$ cat src/rtl/serdes_scramble_pkg.sv
// Shared definitions for the LVDS lane interleaver and its receive-side descramble:
// lane geometry, FSM states, PRBS-7 constants and the interleave index mapping.
package serdes_scramble_pkg;

  localparam int unsigned LANES      = 8;
  localparam int unsigned LANE_BITS  = 8;
  localparam int unsigned WORD_W     = LANES * LANE_BITS;
  localparam int unsigned IDX_W      = $clog2(WORD_W);
  localparam int unsigned LANE_IDX_W = $clog2(LANES);
  localparam int unsigned BIT_IDX_W  = $clog2(LANE_BITS);
  localparam int unsigned CNT_W      = 16;
  localparam int unsigned UF_W       = 16;
  localparam int unsigned PRBS_W     = 7;

  // x^7 + x^6 + 1: feedback from state bits 6 and 5
  localparam logic [PRBS_W-1:0] PRBS7_SEED = 7'h7F;
  localparam logic [PRBS_W-1:0] PRBS7_TAPS = 7'h60;

  typedef enum logic [1:0] {IDLE, TRAIN, RUN} state_t;

  typedef logic [LANE_BITS-1:0] lane_t;
  typedef lane_t [LANES-1:0]    lanes_t;

  // Word bit carrying lane `lane`, bit `bit_pos`; bit 7 of every lane lands in the first byte.
  function automatic logic [IDX_W-1:0] lvds_index(input int unsigned lane, input int unsigned bit_pos);
    return IDX_W'((LANE_BITS - 1 - bit_pos) * LANES + (LANES - 1 - lane));
  endfunction

  function automatic logic [WORD_W-1:0] interleave(input lanes_t lanes);
    logic [WORD_W-1:0] w;
    w = '0;
    for (int unsigned l = 0; l < LANES; l++) begin
      for (int unsigned b = 0; b < LANE_BITS; b++) begin
        w[lvds_index(l, b)] = lanes[LANE_IDX_W'(l)][BIT_IDX_W'(b)];
      end
    end
    return w;
  endfunction

  function automatic lanes_t broadcast(input lane_t value);
    lanes_t r;
    for (int unsigned l = 0; l < LANES; l++) begin
      r[LANE_IDX_W'(l)] = value;
    end
    return r;
  endfunction

  // One LFSR shift; the newly produced bit enters at bit 0 and is the serial output.
  function automatic logic [PRBS_W-1:0] prbs7_step(input logic [PRBS_W-1:0] s);
    return {s[PRBS_W-2:0], ^(s & PRBS7_TAPS)};
  endfunction

endpackage

$ cat src/rtl/serdes_scramble_if.sv
// Lane-byte handshake and OSERDES word bus of the transmit interleaver.
interface serdes_scramble_if;
  import serdes_scramble_pkg::*;

  logic              i_enable;
  logic              i_train_req;
  logic              i_valid;
  lane_t             i_lvds0;
  lane_t             i_lvds1;
  lane_t             i_lvds2;
  lane_t             i_lvds3;
  lane_t             i_lvds4;
  lane_t             i_lvds5;
  lane_t             i_lvds6;
  lane_t             i_lvds7;
  logic              o_ready;
  logic [WORD_W-1:0] o_lvds;
  logic              o_train_active;
  logic [UF_W-1:0]   o_underflow_count;

  modport master (
    output i_enable, i_train_req, i_valid,
    output i_lvds0, i_lvds1, i_lvds2, i_lvds3, i_lvds4, i_lvds5, i_lvds6, i_lvds7,
    input  o_ready, o_lvds, o_train_active, o_underflow_count
  );

  modport slave (
    input  i_enable, i_train_req, i_valid,
    input  i_lvds0, i_lvds1, i_lvds2, i_lvds3, i_lvds4, i_lvds5, i_lvds6, i_lvds7,
    output o_ready, o_lvds, o_train_active, o_underflow_count
  );
endinterface

$ cat src/rtl/serdes_scramble_prbs.sv
// PRBS-7 byte source for training words: o_byte holds the next 8 LFSR output bits,
// first bit in the MSB; i_advance consumes them, i_load reseeds.
module serdes_prbs7_byte
  import serdes_scramble_pkg::*;
(
  input  logic  clk,
  input  logic  rst,
  input  logic  i_load,
  input  logic  i_advance,
  output lane_t o_byte
);

  logic [PRBS_W-1:0] lfsr_q;
  logic [PRBS_W-1:0] lfsr_adv;

  always_comb begin
    lfsr_adv = lfsr_q;
    o_byte   = '0;
    for (int unsigned i = 0; i < LANE_BITS; i++) begin
      lfsr_adv = prbs7_step(lfsr_adv);
      o_byte[BIT_IDX_W'(LANE_BITS - 1 - i)] = lfsr_adv[0];
    end
  end

  always_ff @(posedge clk or posedge rst) begin
    if (rst)            lfsr_q <= PRBS7_SEED;
    else if (i_load)    lfsr_q <= PRBS7_SEED;
    else if (i_advance) lfsr_q <= lfsr_adv;
  end

endmodule

$ cat src/rtl/serdes_scramble.sv
// Transmit lane interleaver with IDLE/TRAIN/RUN sequencing for the OSERDES bank.
// Define SERDES_SCRAMBLE_PRBS_EN for PRBS-7 training bytes instead of TRAIN_BYTE.
module serdes_scramble
  import serdes_scramble_pkg::*;
#(
  parameter int unsigned TRAIN_WORDS = 64,
  parameter lane_t       TRAIN_BYTE  = 8'hA5,
  parameter lane_t       IDLE_BYTE   = 8'h00
) (
  input  logic              clk,
  input  logic              rst,
  serdes_scramble_if.slave  bus
);

  localparam logic [WORD_W-1:0] IDLE_WORD = interleave(broadcast(IDLE_BYTE));
  localparam logic [CNT_W-1:0]  LAST_WORD = CNT_W'(TRAIN_WORDS - 1);

  state_t            state_q, state_d;
  logic [CNT_W-1:0]  cnt_q, cnt_d;
  logic [WORD_W-1:0] lvds_d;
  logic              train_d;
  logic [UF_W-1:0]   uf_d;
  logic              train_start_c;
  lane_t             train_byte_c;
  lanes_t            lanes_c;

  assign lanes_c = {bus.i_lvds7, bus.i_lvds6, bus.i_lvds5, bus.i_lvds4,
                    bus.i_lvds3, bus.i_lvds2, bus.i_lvds1, bus.i_lvds0};

  // A training request wins over an accept so the pending word stays with the source.
  assign bus.o_ready = (state_q == RUN) && bus.i_enable && !bus.i_train_req;

`ifdef SERDES_SCRAMBLE_PRBS_EN
  serdes_prbs7_byte u_prbs (
    .clk       (clk),
    .rst       (rst),
    .i_load    (train_start_c),
    .i_advance ((state_q == TRAIN) && !train_start_c),
    .o_byte    (train_byte_c)
  );
`else
  assign train_byte_c = TRAIN_BYTE;
`endif

  always_comb begin
    state_d       = state_q;
    cnt_d         = cnt_q;
    lvds_d        = IDLE_WORD;
    train_d       = 1'b0;
    uf_d          = bus.o_underflow_count;
    train_start_c = 1'b0;
    if (!bus.i_enable) begin
      state_d = IDLE;
      cnt_d   = '0;
    end else begin
      case (state_q)
        IDLE: begin
          state_d       = TRAIN;
          cnt_d         = '0;
          train_start_c = 1'b1;
        end
        TRAIN: begin
          lvds_d  = interleave(broadcast(train_byte_c));
          train_d = 1'b1;
          if (bus.i_train_req) begin
            cnt_d         = '0;
            train_start_c = 1'b1;
          end else if (cnt_q == LAST_WORD) begin
            state_d = RUN;
            cnt_d   = '0;
          end else begin
            cnt_d = cnt_q + CNT_W'(1);
          end
        end
        RUN: begin
          if (bus.i_train_req) begin
            state_d       = TRAIN;
            cnt_d         = '0;
            train_start_c = 1'b1;
          end else if (bus.i_valid) begin
            lvds_d = interleave(lanes_c);
          end else if (bus.o_underflow_count != '1) begin
            uf_d = bus.o_underflow_count + UF_W'(1);
          end
        end
        default: state_d = IDLE;
      endcase
    end
  end

  always_ff @(posedge clk or posedge rst) begin
    if (rst) begin
      state_q               <= IDLE;
      cnt_q                 <= '0;
      bus.o_lvds            <= IDLE_WORD;
      bus.o_train_active    <= 1'b0;
      bus.o_underflow_count <= '0;
    end else begin
      state_q               <= state_d;
      cnt_q                 <= cnt_d;
      bus.o_lvds            <= lvds_d;
      bus.o_train_active    <= train_d;
      bus.o_underflow_count <= uf_d;
    end
  end

endmodule

$ cat src/flat_wrapper.sv
// flat-port wrapper written by rule: the top's interface ports become plain ports
module serdes_scramble_flat import serdes_scramble_pkg::*;
#(
  parameter int unsigned TRAIN_WORDS = 64,
  parameter lane_t       TRAIN_BYTE  = 8'hA5,
  parameter lane_t       IDLE_BYTE   = 8'h00
)
  (clk, rst, bus_i_enable, bus_i_train_req, bus_i_valid, bus_i_lvds0, bus_i_lvds1, bus_i_lvds2, bus_i_lvds3, bus_i_lvds4, bus_i_lvds5, bus_i_lvds6, bus_i_lvds7, bus_o_ready, bus_o_lvds, bus_o_train_active, bus_o_underflow_count);
  serdes_scramble_if bus_i ();
  input  logic clk;
  input  logic rst;
  input wire logic [$bits(bus_i.i_enable)-1:0] bus_i_enable;
  input wire logic [$bits(bus_i.i_train_req)-1:0] bus_i_train_req;
  input wire logic [$bits(bus_i.i_valid)-1:0] bus_i_valid;
  input wire logic [$bits(bus_i.i_lvds0)-1:0] bus_i_lvds0;
  input wire logic [$bits(bus_i.i_lvds1)-1:0] bus_i_lvds1;
  input wire logic [$bits(bus_i.i_lvds2)-1:0] bus_i_lvds2;
  input wire logic [$bits(bus_i.i_lvds3)-1:0] bus_i_lvds3;
  input wire logic [$bits(bus_i.i_lvds4)-1:0] bus_i_lvds4;
  input wire logic [$bits(bus_i.i_lvds5)-1:0] bus_i_lvds5;
  input wire logic [$bits(bus_i.i_lvds6)-1:0] bus_i_lvds6;
  input wire logic [$bits(bus_i.i_lvds7)-1:0] bus_i_lvds7;
  output wire logic [$bits(bus_i.o_ready)-1:0] bus_o_ready;
  output wire logic [$bits(bus_i.o_lvds)-1:0] bus_o_lvds;
  output wire logic [$bits(bus_i.o_train_active)-1:0] bus_o_train_active;
  output wire logic [$bits(bus_i.o_underflow_count)-1:0] bus_o_underflow_count;
  assign bus_i.i_enable = bus_i_enable;
  assign bus_i.i_train_req = bus_i_train_req;
  assign bus_i.i_valid = bus_i_valid;
  assign bus_i.i_lvds0 = bus_i_lvds0;
  assign bus_i.i_lvds1 = bus_i_lvds1;
  assign bus_i.i_lvds2 = bus_i_lvds2;
  assign bus_i.i_lvds3 = bus_i_lvds3;
  assign bus_i.i_lvds4 = bus_i_lvds4;
  assign bus_i.i_lvds5 = bus_i_lvds5;
  assign bus_i.i_lvds6 = bus_i_lvds6;
  assign bus_i.i_lvds7 = bus_i_lvds7;
  assign bus_o_ready = bus_i.o_ready;
  assign bus_o_lvds = bus_i.o_lvds;
  assign bus_o_train_active = bus_i.o_train_active;
  assign bus_o_underflow_count = bus_i.o_underflow_count;
  serdes_scramble #(.TRAIN_WORDS(TRAIN_WORDS), .TRAIN_BYTE(TRAIN_BYTE), .IDLE_BYTE(IDLE_BYTE)) u_core (.clk(clk), .rst(rst), .bus(bus_i));
endmodule
$ cat config.mk
export PLATFORM = sky130hd
export DESIGN_NAME = serdes_scramble_flat
export DESIGN_NICKNAME = d
export VERILOG_FILES = /design/src/rtl/serdes_scramble_pkg.sv /design/src/rtl/serdes_scramble_if.sv /design/src/rtl/serdes_scramble_prbs.sv /design/src/rtl/serdes_scramble.sv /design/src/flat_wrapper.sv
export SDC_FILE = /design/constraint.sdc
export NUM_CORES = 1
export LEC_CHECK = 0
export ABC_AREA = 1
export CORE_ASPECT_RATIO = 1.1
export CORE_MARGIN = 3
export CORE_UTILIZATION = 41
export CTS_CLUSTER_DIAMETER = 30
export DETAILED_ROUTE_END_ITERATION = 8
export GPL_TIMING_DRIVEN = 1
export PLACE_DENSITY = 0.76
export RECOVER_POWER = 100
export SLEW_MARGIN = 10
export SYNTH_ARGS = -nofsm -noshare
export SYNTH_HDL_FRONTEND = slang
export SYNTH_SLANG_ARGS = --single-unit
$ cat constraint.sdc
create_clock -name clk -period 3.23 [get_ports clk]
set_input_delay 0.646 -clock clk [delete_from_list [all_inputs] [get_ports clk]]
set_output_delay 0.646 -clock clk [all_outputs]
set_load 0.03 [all_outputs]
==> results of run 1 <==
[cells by family after synthesis]
kind of cell,after synthesis
compound gates,46
xor+xnor,16
fa+ha+maj,5
flops,99
buf+inv,65
simple gates,247
[cells in the mapped netlist (2+ instances only)]
cell type  count  area (sq um)
nand4_1       38         237.7
nand2_1       89         334.1
xnor2_1        8         70.07
o21ai_2        2         17.52
nand2_2        2         12.51
nand2_4        2         22.52
clkbuf_1      16         60.06
ha_1           5         62.56
nand3_1       21         105.1
inv_1         36         135.1
a21oi_1       35         175.2
buf_1          5         18.77
nor3_1         2         10.01
inv_2          3         11.26
nor3b_1       32         240.2
o21ai_0        7         35.03
xor2_1         8         70.07
dfrtp_1       99          2477
nor2_1        52         195.2
buf_2          2         10.01
nor2_2         4         25.02
[how the worst min path moves through the flow]
| stage | cells past startpoint | endpoint | start | slack, ps |
|---|---|---|---|---|
| after floorplan | 2 | u_core.cnt_q[1] | u_core.cnt_q[1] | 470 |
| after global placement | 2 | u_core.cnt_q[1] | u_core.cnt_q[1] | 490 |
| after detailed placement | 2 | u_core.cnt_q[1] | u_core.cnt_q[1] | 500 |
| after CTS | 2 | u_core.cnt_q[1] | u_core.cnt_q[1] | 520 |
| after global routing | 2 | u_core.cnt_q[0] | u_core.cnt_q[0] | 560 |
| final | 2 | u_core.cnt_q[0] | u_core.cnt_q[0] | 510 |
[stage by stage]
step | setup WS [ps] | power [uW] | utilization | std cells | cell area, sq um
2_1_floorplan | 1408 | 1465 | - | 478 | 4424
3_3_place_gp | 917.7 | 1630 | 0.5810 | 752 | 6067
3_5_place_dp | 898.0 | 1639 | 0.5810 | 752 | 6067
4_1_cts | 765.2 | 2755 | 0.6106 | 768 | 6376
5_1_grt | 345.1 | 2807 | 0.6041 | 768 | 6309
6_report | 529.1 | 2707 | 0.6041 | 768 | 6309
[worst reg2reg max path, delay by kind of cell, from the launching register on]
family        cells  cell delay, ps
flops             1             410
buf+inv           4             740
simple gates      4            1010
fa+ha+maj         1             150
[flip-flops by register name, summed over array words and instances (netlist names)]
name / cells
u_core.bus.o_train_active: 1
u_core.cnt_q: 16
u_core.bus.o_underflow_count: 16
u_core.state_q: 2
u_core.bus.o_lvds: 64
[power by group]
| group | internal, uW | switching [uW] | leakage [uW] |
|---|---|---|---|
| clock | 627 | 485 | 0.000142 |
| combinational | 131 | 189 | 0.00143 |
| sequential | 1270 | 8.59 | 0.00136 |
[routing by layer]
layer,track usage,part of all wire,vias up
li1,-,-,1856
met1,0.2311,0.41,1858
met2,0.3286,0.51,133
met3,0.05390,0.064,15
met4,0.08311,0.018,0
met5,0,0,-
[cells in the final DEF, fill, tap and decap left out, drive strengths merged, types with 5 or more instances in the layout]
master,count
nand3,22
inv,41
o21ai,10
ha,5
nor3b,32
clkdlybuf4s50,66
xnor2,8
a21oi,35
dfrtp,99
nand4,39
xor2,8
dlygate4sd3,83
nand2,93
nor2,57
clkbuf,13
[layout make-up]
class	count	area, sq um
clock buffers	10	239.0
well taps	143	178.9
flip-flops and latches	99	2477
fillers	917	4134
repair buffers	156	1538
multi-input cells	314	1649
inverters	40	156.4
clock inverters	6	70.07
==> metrics.md, run 1 <==
| Metric | Value |
|---|---|
| NumNets Final | 694 |
| Final setup violation count | 0 |
| Synth Instances | 478 |
| P&R area growth vs syn | 42.71% |
| Clock Sink Count | 99 |
| Syn_nets | 552 |
| Core Region | 0.01044 sq mm |
| Yosys cell types | 31 |
| Port Buffers | 150 |
| Vias in the first global route | 3834 |
| Routed wire per std cell | 15.05 microns |
| Critical Path Most Common Cell | inv_1 |
| Xor/xnor share of the synthesized area | 0.03170 |
| WS Path Type | reg -> out |
| Clk_lat worst skew | 350 ps |
| Number of stages on the worst setup path | 6 |
| CP bufs+invs | 4 |
| Ys async rst share | 1.000 |
| Worst Setup SP | u_core.state_q[0] |
| Final hold violation count | 0 |
| PwrDens | 429.1 mW/mm^2 |
| Total iterations of the first detailed-routing run | 4 |
| Die area | 0.01206 sq mm |
| Global-route wire length before repair | 18540 microns |
| Primary FF master, synth | dfrtp_1 |
| Reg-to-reg critical path startpoint | u_core.state_q[0] |
| Final Skew | 8.174 ps |
| Via-per-instance ratio | 5.029 |
| Vias | 3862 |
| RSZ-0062 raised after global routing | no |
| Seq cells post-synth | 99 |
| Antenna-violating nets left | 0 |
| Setup bufs post-CTS | 0 |
| EDFF count, synth | 0 |
| CP arrival | 2050 ps |
| CTS tree | done |
| Syn_area_per_cell | 9.248 sq um |
| Worst-path cell chain | inv_1 -> ha_1 -> buf_4 -> nand3_1 -> inv_1 -> clkbuf_1 |
| Fmax | 370.2 MHz |
| Setup TNS | 0 ps |
| Post-synthesis sequential area ratio | 0.5604 |
| Share of cells above drive strength 1 | 0.05440 |
| RePlAce Congestion | 0.8190 |
| CTS buffer count | 9 |
| GRT Resource Usage Total | 0.1929 |
| Largest family of logic cells by synthesized area | simple AND/OR/NAND/NOR gates |
| Largest net degree at the start of global routing | 100 |
| H-tree depth | 3 |
| Chip width | 105 microns |
| CP Capture Type | output port |
| R2R depth | 9 |
| Critical R2R Capture | u_core.cnt_q[9] |
| Total grt overflow | 0 |
| Final WL | 11560 microns |
| Internal reg-to-reg setup slack | 850 ps |
| Critical Path Slowest Stage Cell | dfrtp_1 |
| Status | completed |
| Startpoint types | flop |
| Fin Hold WS | 513.9 ps |
| Slew margin rel. | 0.1193 |
| Post-CTS Hold Buffers | 0 |
| Required time of the worst setup path | 2580 ps |
| Synth Area in Compound Gates | 0.05406 |
| DP HPWL | 8027 microns |
| Hold Crit Class | reg -> reg |
| Minimum clock period | 2701 ps |
| DRC Markers | 0 |
| Max-Cap Viols | 0 |
| Num rows | 39 |
| CP Capture Point | bus_o_ready |
| Initial antenna violation count | 0 |
| Fin crit share | 0.8362 |
| Starting density of the core | 0.4233 |
| Post-CTS sizing | 0 |
| Post-synthesis adder-cell area fraction | 0.01415 |
| Root cell of the clock tree | clkbuf_16 |
| Clock slew at reported path FFs | 70 ps |
| Antenna cells | 0 |
| Iteration-0 DRC Markers | 246 |
| Max rail drop VDD | 0.2535 mV |
| Slowest stage delay, CP | 410 ps |
| Yosys warns | 0 |
| Mux cell area share after synthesis | 0 |
| Top Family by Delay on Critical Path | buffers and inverters |
| Count of pins over their slew limit | 0 |
| CTS Buffer Depth | 2 |
| Crit-path max FO | 34 |
| Die Y-Extent | 114.9 microns |
| Post-Synth Simple-Gate Area | 0.2808 |
| I/O pin count | 151 |
| Leakage | 0.002933 uW |
| Worst-Margin Slew | 1321 ps |
| Synthesized area | 0.004420 sq mm |
No activity file was read; power rests on OpenSTA's default activity.
==> inputs of run 2 (changes only) <==
==> constraint.sdc (replaced) <==
create_clock -name clk -period 2.31 [get_ports clk]
set_input_delay 0.462 -clock clk [delete_from_list [all_inputs] [get_ports clk]]
set_output_delay 0.462 -clock clk [all_outputs]
set_load 0.03 [all_outputs]
==> run 2 against run 1 <==
Against the previous run: hold slack better by 12 ps; sequential power up 40%; global-route usage down 0.62 points; combinational power up 43%; critical endpoint unchanged; largest cell class unchanged.
==> metrics.md, run 2 (synthesis results as in run 1) <==
| Metric | Value |
|---|---|
| Max reg flops | 64 (unchanged) |
| Internal reg-to-reg setup slack | 380 ps (-470 ps) |
| Chip width | 105 microns (unchanged) |
| Logic pwr share | 0.125 (+0.007) |
| Minimum clock period | 2060 ps |
| Root cell of the clock tree | clkbuf_16 |
| Antenna-violating nets left | 0 (unchanged) |
| Count of pins over their slew limit | 0 (unchanged) |
| Required time of the worst setup path | 1850 ps (-730 ps) |
| Final setup violation count | 0 (unchanged) |
| M1 GR Usage | 0.2377 (+0.006635) |
| Clock slew at reported path FFs | 60 ps (about the same) |
| Share of cells above drive strength 1 | 0.05911 (+0.004705) |
| Reg-to-reg critical path startpoint | u_core.state_q[0] |
| Starting density of the core | 0.4233 (unchanged) |
| NumNets Final | 695 (+0.14%) |
| Slowest stage delay, CP | 720 ps (+310 ps) |
| Max-Cap Viols | 0 (unchanged) |
| Net Sw Frac | 0.2478 (-0.004400) |
| Commonest cells after routing, fill and taps aside | dfrtp_1 (99), nand2_1 (90), dlygate4sd3_1 (83) |
| Post-CTS Hold Buffers | 0 (unchanged) |
| WS Path Type | in -> out |
| Core Region | 0.01044 sq mm (unchanged) |
| Hold Crit Class | reg -> reg |
| Crit-path max FO | 6 (-82%) |
| Fin crit share | 0.8917 |
| CTS buffer count | 9 (unchanged) |
| Most common cell after layout, fill and taps aside | dfrtp_1 |
| Reg with most FFs | u_core.bus.o_lvds |
| Final Skew | 6.584 ps (-1.591 ps) |
| Clk_lat worst skew | 330 ps (-20 ps) |
| Die Y-Extent | 114.9 microns (unchanged) |
| Met2 Resource Use GR | 0.2970 (-0.03166) |
| Status | completed |
| Non-filler instance count after layout | 769 (+0.13%) |
| Final WL | 11250 microns (-2.7%) |
| Hold depth | 2 (unchanged) |
| Die area | 0.01206 sq mm (unchanged) |
| CP arrival | 1600 ps (-450 ps) |
| Critical Path Slowest Stage Cell | dlygate4sd3_1 |
| Total grt overflow | 0 (unchanged) |
| PwrDens | 578.1 mW/mm^2 (+35%) |
| Number of fillers in the final layout | 939 (+2.4%) |
| Biggest regs | u_core.bus.o_lvds x64, u_core.bus.o_underflow_count x16, u_core.cnt_q x16 |
| RePlAce Congestion | 0.8478 (+3.5%) |
| H-tree depth | 3 (unchanged) |
| CP Capture Type | output port |
| Vias in the first global route | 3726 (-2.8%) |
| GRT Resource Usage Total | 0.1867 (-0.006212) |
| Via-per-instance ratio | 4.999 (-0.60%) |
| DRC Markers | 0 (unchanged) |
| Final hold violation count | 0 (unchanged) |
| Setup bufs post-CTS | 0 (unchanged) |
| Slew margin rel. | 0.09742 (-0.02190) |
| Largest net degree at the start of global routing | 100 (unchanged) |
| Vias | 3844 (-0.47%) |
| Total iterations of the first detailed-routing run | 4 (unchanged) |
| NetSw | 907.5 uW (+33%) |
| Initial antenna violation count | 0 (unchanged) |
| CTS tree | done |
| Port Buffers | 150 (unchanged) |
| Flop pwr share | 0.487 (+0.016) |
| Internal power | 2755 uW (+36%) |
| DP HPWL | 7874 microns (-1.9%) |
| RSZ-0062 raised after global routing | no |
| Worst Hold End | u_core.cnt_q[0] |
| Met3 Track Usage GR | 0.06401 (+0.01011) |
| Worst-path cell chain | dlygate4sd3_1 -> nand3_4 -> inv_1 -> buf_12 |
| Setup TNS | 0 ps (unchanged) |
| Clock power frac | 0.388 (-0.023) |
| CP bufs+invs | 3 (-1) |
| P&R area growth vs syn | 43.31% |
| Dpl cells | 753 (+0.13%) |
| Top Family by Delay on Critical Path | buffers and inverters |
| Critical R2R Capture | u_core.cnt_q[9] |
| Global-route wire length before repair | 18110 microns (-2.3%) |
| Worst-Margin Slew | 1354 ps (+32.85 ps) |
| Num rows | 39 (unchanged) |
| Max rail drop VDD | 0.3575 mV (+41%) |
| Antenna cells | 0 (unchanged) |
| I/O pin count | 151 (unchanged) |
| R2R depth | 9 (unchanged) |
| Leakage | 0.002946 uW (+0.46%) |
| Startpoint types | primary input |
| Iteration-0 DRC Markers | 211 (-14%) |
| Hold_sp | u_core.cnt_q[0] |
| CTS Buffer Depth | 2 (unchanged) |
| GR peak layer | met2 |
| Post-CTS sizing | 0 (unchanged) |
| Routed wire per std cell | 14.63 microns (-2.8%) |
| Clock Sink Count | 99 (unchanged) |
| Fmax | 485.5 MHz |
==> run 2: area by class of cell <==
type                    instances  area, sq um  area share
flip-flops and latches         99         2477      0.3911
multi-input cells             314         1664      0.2627
repair buffers                157         1577      0.2489
clock buffers                  13        260.3     0.04108
well taps                     143        178.9     0.02824
inverters                      40        156.4     0.02469
clock inverters                 3        21.27    0.003358
==> run 2: power by group through the flow <==
stage / logic (uW) / clock network (uW) / registers, uW
2_1_floorplan: 160 / 0 / 1890
3_3_place_gp: 472 / 0 / 1820
3_5_place_dp: 480 / 0 / 1820
4_1_cts: 480 / 1460 / 1790
5_1_grt: 492 / 1540 / 1790
6_report: 457 / 1420 / 1780
==> run 2: stage by stage <==
step / area, sq um / worst slack, ps / hold slack, ps / total power, uW / utilization
after global routing: 6335 / 129.7 / 574.6 / 3814 / 0.6066
after detailed placement: 6087 / 260.3 / 516.2 / 2298 / 0.5829
after global placement: 6087 / 294.6 / 496.0 / 2289 / 0.5829
after CTS: 6369 / 295.4 / 531.4 / 3728 / 0.6099
final: 6335 / 250.2 / 526.3 / 3662 / 0.6066
after floorplan: 4424 / 635.1 / 474.3 / 2049 / -
==> run 2: worst min-delay path, cell delays in order (launching register included) <==
cell     delay (ps)
dfrtp_1         370
nand2_1          60
nand2_1          60
==> run 2: metal layers <==
metal | vias up | wire length [microns]
met4 | 0 | 260
met2 | 147 | 5326
li1 | 1857 | -
met3 | 18 | 864
met5 | - | 0
met1 | 1822 | 4796
==> run 2: how the worst max path moves through the flow <==
stage,startpoint,depth (start not counted),slack [ps],endpoint
final,bus_i_enable,4,250,bus_o_ready
after global routing,rst,3,130,u_core.cnt_q[3]
after CTS,bus_i_enable,4,300,bus_o_ready
after detailed placement,bus_i_enable,8,260,u_core.bus.o_underflow_count[4]
after global placement,bus_i_enable,8,290,u_core.bus.o_underflow_count[4]
after floorplan,u_core.bus.o_underflow_count[0],9,640,u_core.bus.o_underflow_count[11]
==> inputs of run 3 (changes only) <==
--- a/config.mk
+++ b/config.mk
@@ -11,6 +11,7 @@
 export CORE_UTILIZATION = 41
 export CTS_CLUSTER_DIAMETER = 30
 export DETAILED_ROUTE_END_ITERATION = 8
+export GPL_ROUTABILITY_DRIVEN = 0
 export GPL_TIMING_DRIVEN = 1
 export PLACE_DENSITY = 0.76
 export RECOVER_POWER = 100
==> results of run 3 <==
Same layout as run 2: the final DEF is identical, and so are final timing and power.
